**src/rtl/cpu_isa_pkg.sv**
```systemverilog
// Shared ISA definitions: flag_type codes, opcode constants and instruction field positions.
// Used by both the instruction encoder and the decoder.
package cpu_isa_pkg;

    localparam logic [3:0] FT_R     = 4'b0001;
    localparam logic [3:0] FT_I     = 4'b0010;
    localparam logic [3:0] FT_LOAD  = 4'b0100;
    localparam logic [3:0] FT_STORE = 4'b0101;

    localparam logic [7:0] OP_LOAD  = 8'h85;
    localparam logic [7:0] OP_STORE = 8'h87;

    localparam logic [3:0] OP4_ADDI = 4'b0101;
    localparam logic [3:0] OP4_SUBI = 4'b1001;

    // Bit positions within the 16-bit instruction word
    localparam int OPC_MSB    = 15;
    localparam int OPC_LSB    = 8;
    localparam int OP4_LSB    = 12;
    localparam int RDST_LSB_R = 4;
    localparam int RDST_LSB_I = 8;
    localparam int RSRC_LSB   = 0;
    localparam int IMM_LSB    = 0;

    function automatic logic is_legal_r(input logic [7:0] op);
        case (op)
            8'h01, 8'h02, 8'h03, 8'h04, 8'h05, 8'h06, 8'h07,
            8'h08, 8'h09, 8'h0B, 8'h0C, 8'h0F, 8'h84: is_legal_r = 1'b1;
            default:                                 is_legal_r = 1'b0;
        endcase
    endfunction

    function automatic logic is_legal_i(input logic [3:0] op4);
        is_legal_i = (op4 == OP4_ADDI) || (op4 == OP4_SUBI);
    endfunction

endpackage

```
**src/rtl/encoder_fifo.sv**
```systemverilog
// Small synchronous FIFO holding encoded words with their program address.
// Full/empty come from registered state only, so ready never depends on a same-cycle pop.
module encoder_fifo #(
    parameter int WIDTH = 32,
    parameter int DEPTH = 2
) (
    input  logic             clk,
    input  logic             reset,
    input  logic             push,
    input  logic [WIDTH-1:0] wdata,
    input  logic             pop,
    output logic [WIDTH-1:0] rdata,
    output logic             empty,
    output logic             full
);

    localparam int PTR_W = (DEPTH > 1) ? $clog2(DEPTH) : 1;
    localparam int CNT_W = $clog2(DEPTH + 1);

    logic [WIDTH-1:0] mem_q [DEPTH];
    logic [WIDTH-1:0] mem_d [DEPTH];
    logic [PTR_W-1:0] wr_ptr_q, wr_ptr_d;
    logic [PTR_W-1:0] rd_ptr_q, rd_ptr_d;
    logic [CNT_W-1:0] count_q, count_d;
    logic             push_ok;
    logic             pop_ok;

    assign empty   = (count_q == '0);
    assign full    = (count_q == CNT_W'(DEPTH));
    assign push_ok = push && !full;
    assign pop_ok  = pop && !empty;
    assign rdata   = mem_q[rd_ptr_q];

    always_comb begin
        mem_d    = mem_q;
        wr_ptr_d = wr_ptr_q;
        rd_ptr_d = rd_ptr_q;
        count_d  = count_q;
        if (push_ok) begin
            mem_d[wr_ptr_q] = wdata;
            wr_ptr_d        = wr_ptr_q + PTR_W'(1);
        end
        if (pop_ok) begin
            rd_ptr_d = rd_ptr_q + PTR_W'(1);
        end
        case ({push_ok, pop_ok})
            2'b10:   count_d = count_q + CNT_W'(1);
            2'b01:   count_d = count_q - CNT_W'(1);
            default: count_d = count_q;
        endcase
    end

    always_ff @(posedge clk) begin
        if (reset) begin
            wr_ptr_q <= '0;
            rd_ptr_q <= '0;
            count_q  <= '0;
        end else begin
            wr_ptr_q <= wr_ptr_d;
            rd_ptr_q <= rd_ptr_d;
            count_q  <= count_d;
        end
    end

    // Storage needs no reset: the top gates the head with empty
    always_ff @(posedge clk) begin
        mem_q <= mem_d;
    end

endmodule

```
**src/rtl/instr_encoder.sv**
```systemverilog
// Packs decoded instruction fields into 16-bit words tagged with a program address and buffers them.
// Optional legality checking is enabled by defining INSTR_ENCODER_CHECK_EN.
module instr_encoder
    import cpu_isa_pkg::*;
#(
    parameter int ADDR_W = 16,
    parameter int DEPTH  = 2
) (
    input  logic              clk,
    input  logic              reset,
    input  logic              in_valid,
    output logic              in_ready,
    input  logic [7:0]        opcode,
    input  logic [3:0]        rdst,
    input  logic [3:0]        rsrc,
    input  logic [7:0]        immediate,
    input  logic [3:0]        flag_type,
    input  logic              addr_load,
    input  logic [ADDR_W-1:0] start_addr,
    output logic              out_valid,
    input  logic              out_ready,
    output logic [15:0]       raw_instructions,
    output logic [ADDR_W-1:0] out_addr,
    output logic              err_illegal,
    input  logic              err_clr
);

    localparam int ENTRY_W = 16 + ADDR_W;

    logic [ADDR_W-1:0]  addr_q, addr_d;
    logic [ADDR_W-1:0]  addr_cur;
    logic [15:0]        packed_word;
    logic               legal;
    logic               accept;
    logic               push;
    logic               pop;
    logic               fifo_empty;
    logic               fifo_full;
    logic [ENTRY_W-1:0] head;

    assign in_ready  = !fifo_full;
    assign out_valid = !fifo_empty;
    assign accept    = in_valid && in_ready;
    assign push      = accept && legal;
    assign pop       = out_valid && out_ready;

    always_comb begin
        packed_word = {opcode, rdst, rsrc};
        if (flag_type == FT_I) begin
            packed_word = {opcode[3:0], rdst, immediate};
        end
    end

`ifdef INSTR_ENCODER_CHECK_EN
    logic err_q, err_d;

    always_comb begin
        legal = 1'b0;
        case (flag_type)
            FT_R:     legal = is_legal_r(opcode);
            FT_I:     legal = is_legal_i(opcode[3:0]);
            FT_LOAD:  legal = (opcode == OP_LOAD);
            FT_STORE: legal = (opcode == OP_STORE);
            default:  legal = 1'b0;
        endcase
    end

    // A new illegal event wins over a same-cycle clear
    always_comb begin
        err_d = err_q && !err_clr;
        if (accept && !legal) begin
            err_d = 1'b1;
        end
    end

    always_ff @(posedge clk) begin
        if (reset) begin
            err_q <= 1'b0;
        end else begin
            err_q <= err_d;
        end
    end

    assign err_illegal = err_q;
`else
    logic unused_err_clr;

    assign legal          = 1'b1;
    assign err_illegal    = 1'b0;
    assign unused_err_clr = err_clr;
`endif

    // A load in the same cycle as an accepted word tags that word with start_addr
    always_comb begin
        addr_cur = addr_load ? start_addr : addr_q;
        addr_d   = addr_cur;
        if (push) begin
            addr_d = addr_cur + ADDR_W'(1);
        end
    end

    always_ff @(posedge clk) begin
        if (reset) begin
            addr_q <= '0;
        end else begin
            addr_q <= addr_d;
        end
    end

    encoder_fifo #(
        .WIDTH (ENTRY_W),
        .DEPTH (DEPTH)
    ) u_fifo (
        .clk   (clk),
        .reset (reset),
        .push  (push),
        .wdata ({packed_word, addr_cur}),
        .pop   (pop),
        .rdata (head),
        .empty (fifo_empty),
        .full  (fifo_full)
    );

    assign raw_instructions = out_valid ? head[ENTRY_W-1:ADDR_W] : 16'h0000;
    assign out_addr         = out_valid ? head[ADDR_W-1:0]       : '0;

endmodule

```
**config.mk**
```make
export PLATFORM = sky130hd
export DESIGN_NAME = instr_encoder
export DESIGN_NICKNAME = d
export VERILOG_FILES = /design/src/rtl/cpu_isa_pkg.sv /design/src/rtl/encoder_fifo.sv /design/src/rtl/instr_encoder.sv
export SDC_FILE = /design/constraint.sdc
export NUM_CORES = 1
export LEC_CHECK = 0
export CORE_MARGIN = 3
export CORE_UTILIZATION = 40
export DETAILED_ROUTE_END_ITERATION = 6
export PLACE_DENSITY = 0.65
export SLEW_MARGIN = 20
export SYNTH_ARGS = -nofsm -noshare
export SYNTH_HDL_FRONTEND = slang
export SYNTH_SLANG_ARGS = --single-unit
```
**constraint.sdc**
```tcl
create_clock -name clk -period 7.73 [get_ports clk]
set_input_delay 1.9325 -clock clk [delete_from_list [all_inputs] [get_ports clk]]
set_output_delay 1.9325 -clock clk [all_outputs]
set_load 0.005 [all_outputs]
```
==> run summary <==
core area - 9420 µm²
Post-synth EDFFs - 64
Pins Over Slew Limit - 0
global-route wire length before repair - 12800 µm
initial cell density of the core - 41.8%
FMAX - 0.239 GHz
Max-Cap Viols - 0
total wire length - 7710 µm
Hold WC Path Type - flop to flop
Unique masters post-synth - 46
largest net degree at the start of global routing - 36
maximum vdd drop - 0.000156 V
RSZ-0062 raised after global routing - no
worst slew pin tran - 1.04 ns
fin nets - 443
Die Wd - 105 µm
remaining antenna violation count after routing - 0
Final Power - 1.46 mW
Cell Pwr Density - 287 nW/µm²
leakage - 1.81 nW
Tmin final - 4.19 ns
Setup TNS - 0 ns
flops & latches, synth - 84
Critical Path Fanout Max - 33
GRT Util Overall - 14.5%
CP Capture Type - primary output
kind of critical path - flop to primary output
I/O Buffers - 82
Vias - 2643
area delta synth->final - 29.6%
Worst Path Required - 5.80 ns
RePlAce Congestion - 0.753
FP Rows - 35
CTS Root Cell - clkbuf_8
Critical R2R Launch - u_fifo.count_q[0]
Net Count, Synth - 360
WP data arrival - 2.26 ns
Hold Path Depth - 2
hpwl dp - 5240 µm
share of cells above drive strength 1 - 13.9%
max_slew headroom - 30.9%
crit path from - u_fifo.rd_ptr_q
vias per cell - 5.03
clk slew on worst S/H paths - 0.09 ns
Post-Syn Area per Cell - 12.8 µm²
initial antenna violation count - 0
CTS tree - built
total clock sinks - 84
Synth Instances - 308
GRT overflow - 0
CP Launch Type - flop
Synth area leader - edfxtp_1
mapped cell area - 3940 µm²
PostCTS Resize Cnt - 0
DRC viols - 0
Die Ht - 105 µm
top_reg_cell synth - edfxtp_1
Fin. Hold Viols - 0
Clock Tree Buf Depth - 2
CTS H-tree depth - 3
IO Count - 85
YS warnings - 0
share of the yosys chip area belonging to registers - 59.0%
Avg WL per Cell - 14.7 µm
drt pass-1 iters - 4
final setup vio count - 0
worst reg2reg path depth - 7
period utilization - 54.2%
ys async rst share - 0%
Worst-Skew Late Latency - 0.35 ns
drt first-iter violations - 69
post-synth top area share - 48.8%
Setup Skew - 0.0120 ns
most common cell in the netlist - edfxtp_1
commonest cells in the netlist - 64 x edfxtp_1, 47 x nor2_1, 38 x mux2i_1
CTS Hold Bufs - 0
vias in the first global route - 2552
Synth area leaders - edfxtp_1 49%, dfxtp_1 10%, mux2i_1 9.7%
die area - 11100 µm²
Num CTS Buffers - 9
Antenna Cells - 0
HP Start - u_fifo.count_q[1]
outcome - finished, final reports clean
Post-CTS Setup Bufs - 0
-- state kept, by name, indices dropped and copies added (netlist names) --
signal and count:
u_fifo.mem_q 64, u_fifo.rd_ptr_q 1, u_fifo.wr_ptr_q 1, u_fifo.count_q 2, addr_q 16
-- stage by stage --
step / cell area (µm²) / hold WS (ns) / instances / setup WS (ns) / utilization [%]
global placement: 4880 / 0.488 / 509 / 3.25 / 51.8
floorplan: 3940 / 0.467 / 308 / 3.88 / -
detailed placement: 4880 / 0.517 / 509 / 3.21 / 51.8
finish: 5100 / 0.533 / 525 / 3.54 / 54.2
global route: 5100 / 0.578 / 525 / 3.36 / 54.2
CTS: 5100 / 0.529 / 525 / 3.47 / 54.2
-- worst max-delay path: stages, from the launching register on --
cell             delay [ns]
dfxtp_2                1.02
mux2i_1                0.17
nor2_1                 0.18
clkdlybuf4s50_1        0.53
-- path summary, 6_finish.rpt --
check                                    endpoint  slack [ns]
worst min register to register  u_fifo.count_q[1]        0.53
worst max register to register  u_fifo.count_q[1]        5.75
worst min-delay path            u_fifo.count_q[1]        0.53
worst max-delay path                  out_addr[6]        3.54
-- logic make-up after synthesis --
logic type               after synthesis  share of synthesized area (%)
adder cells (fa/ha/maj)                2                          0.636
flip-flops                            84                           59.0
AND/OR/NAND/NOR                       98                           12.5
buffers and inverters                 23                           3.02
AO/OA/AOI/OAI                         28                           5.75
XOR/XNOR                               7                           1.56
other                                  1                         0.0953
multiplexers                          65                           17.4
-- metal layers --
layer / GRT usage, % / vias to the layer above / wire [µm]
met5: 0 / - / 0
met4: 5.06 / 0 / 114
met3: 4.14 / 11 / 483
met2: 22.9 / 87 / 3520
met1: 19.2 / 1237 / 3590
li1: - / 1308 / -
-- power by group --
part / total (mW) / internal (mW) / switching [mW] / leakage [nW]
sequential: 0.628 / 0.572 / 0.0561 / 0.770
combinational: 0.494 / 0.278 / 0.216 / 0.935
clock: 0.342 / 0.191 / 0.152 / 0.107
total: 1.46 / 1.04 / 0.423 / 1.81
-- cells in the final DEF (no fill, tap or decap), types with 6 or more instances in the layout --
cell,count
nor2_1,45
clkbuf_8,10
nand2_1,12
nand3_1,6
edfxtp_1,64
inv_1,8
mux2i_1,38
nor3_1,8
clkdlybuf4s50_1,82
dfxtp_1,19
mux2_2,27
-- cell type report --
type	count	area, µm²
Fill cell	813	4320
Sequential cell	84	2320
Multi-Input combinational cell	201	1510
Timing Repair Buffer	87	858
Tap cell	129	161
Clock buffer	12	145
Clock inverter	4	72.6
Inverter	8	30.0
No activity file was read; power rests on OpenSTA's default activity.
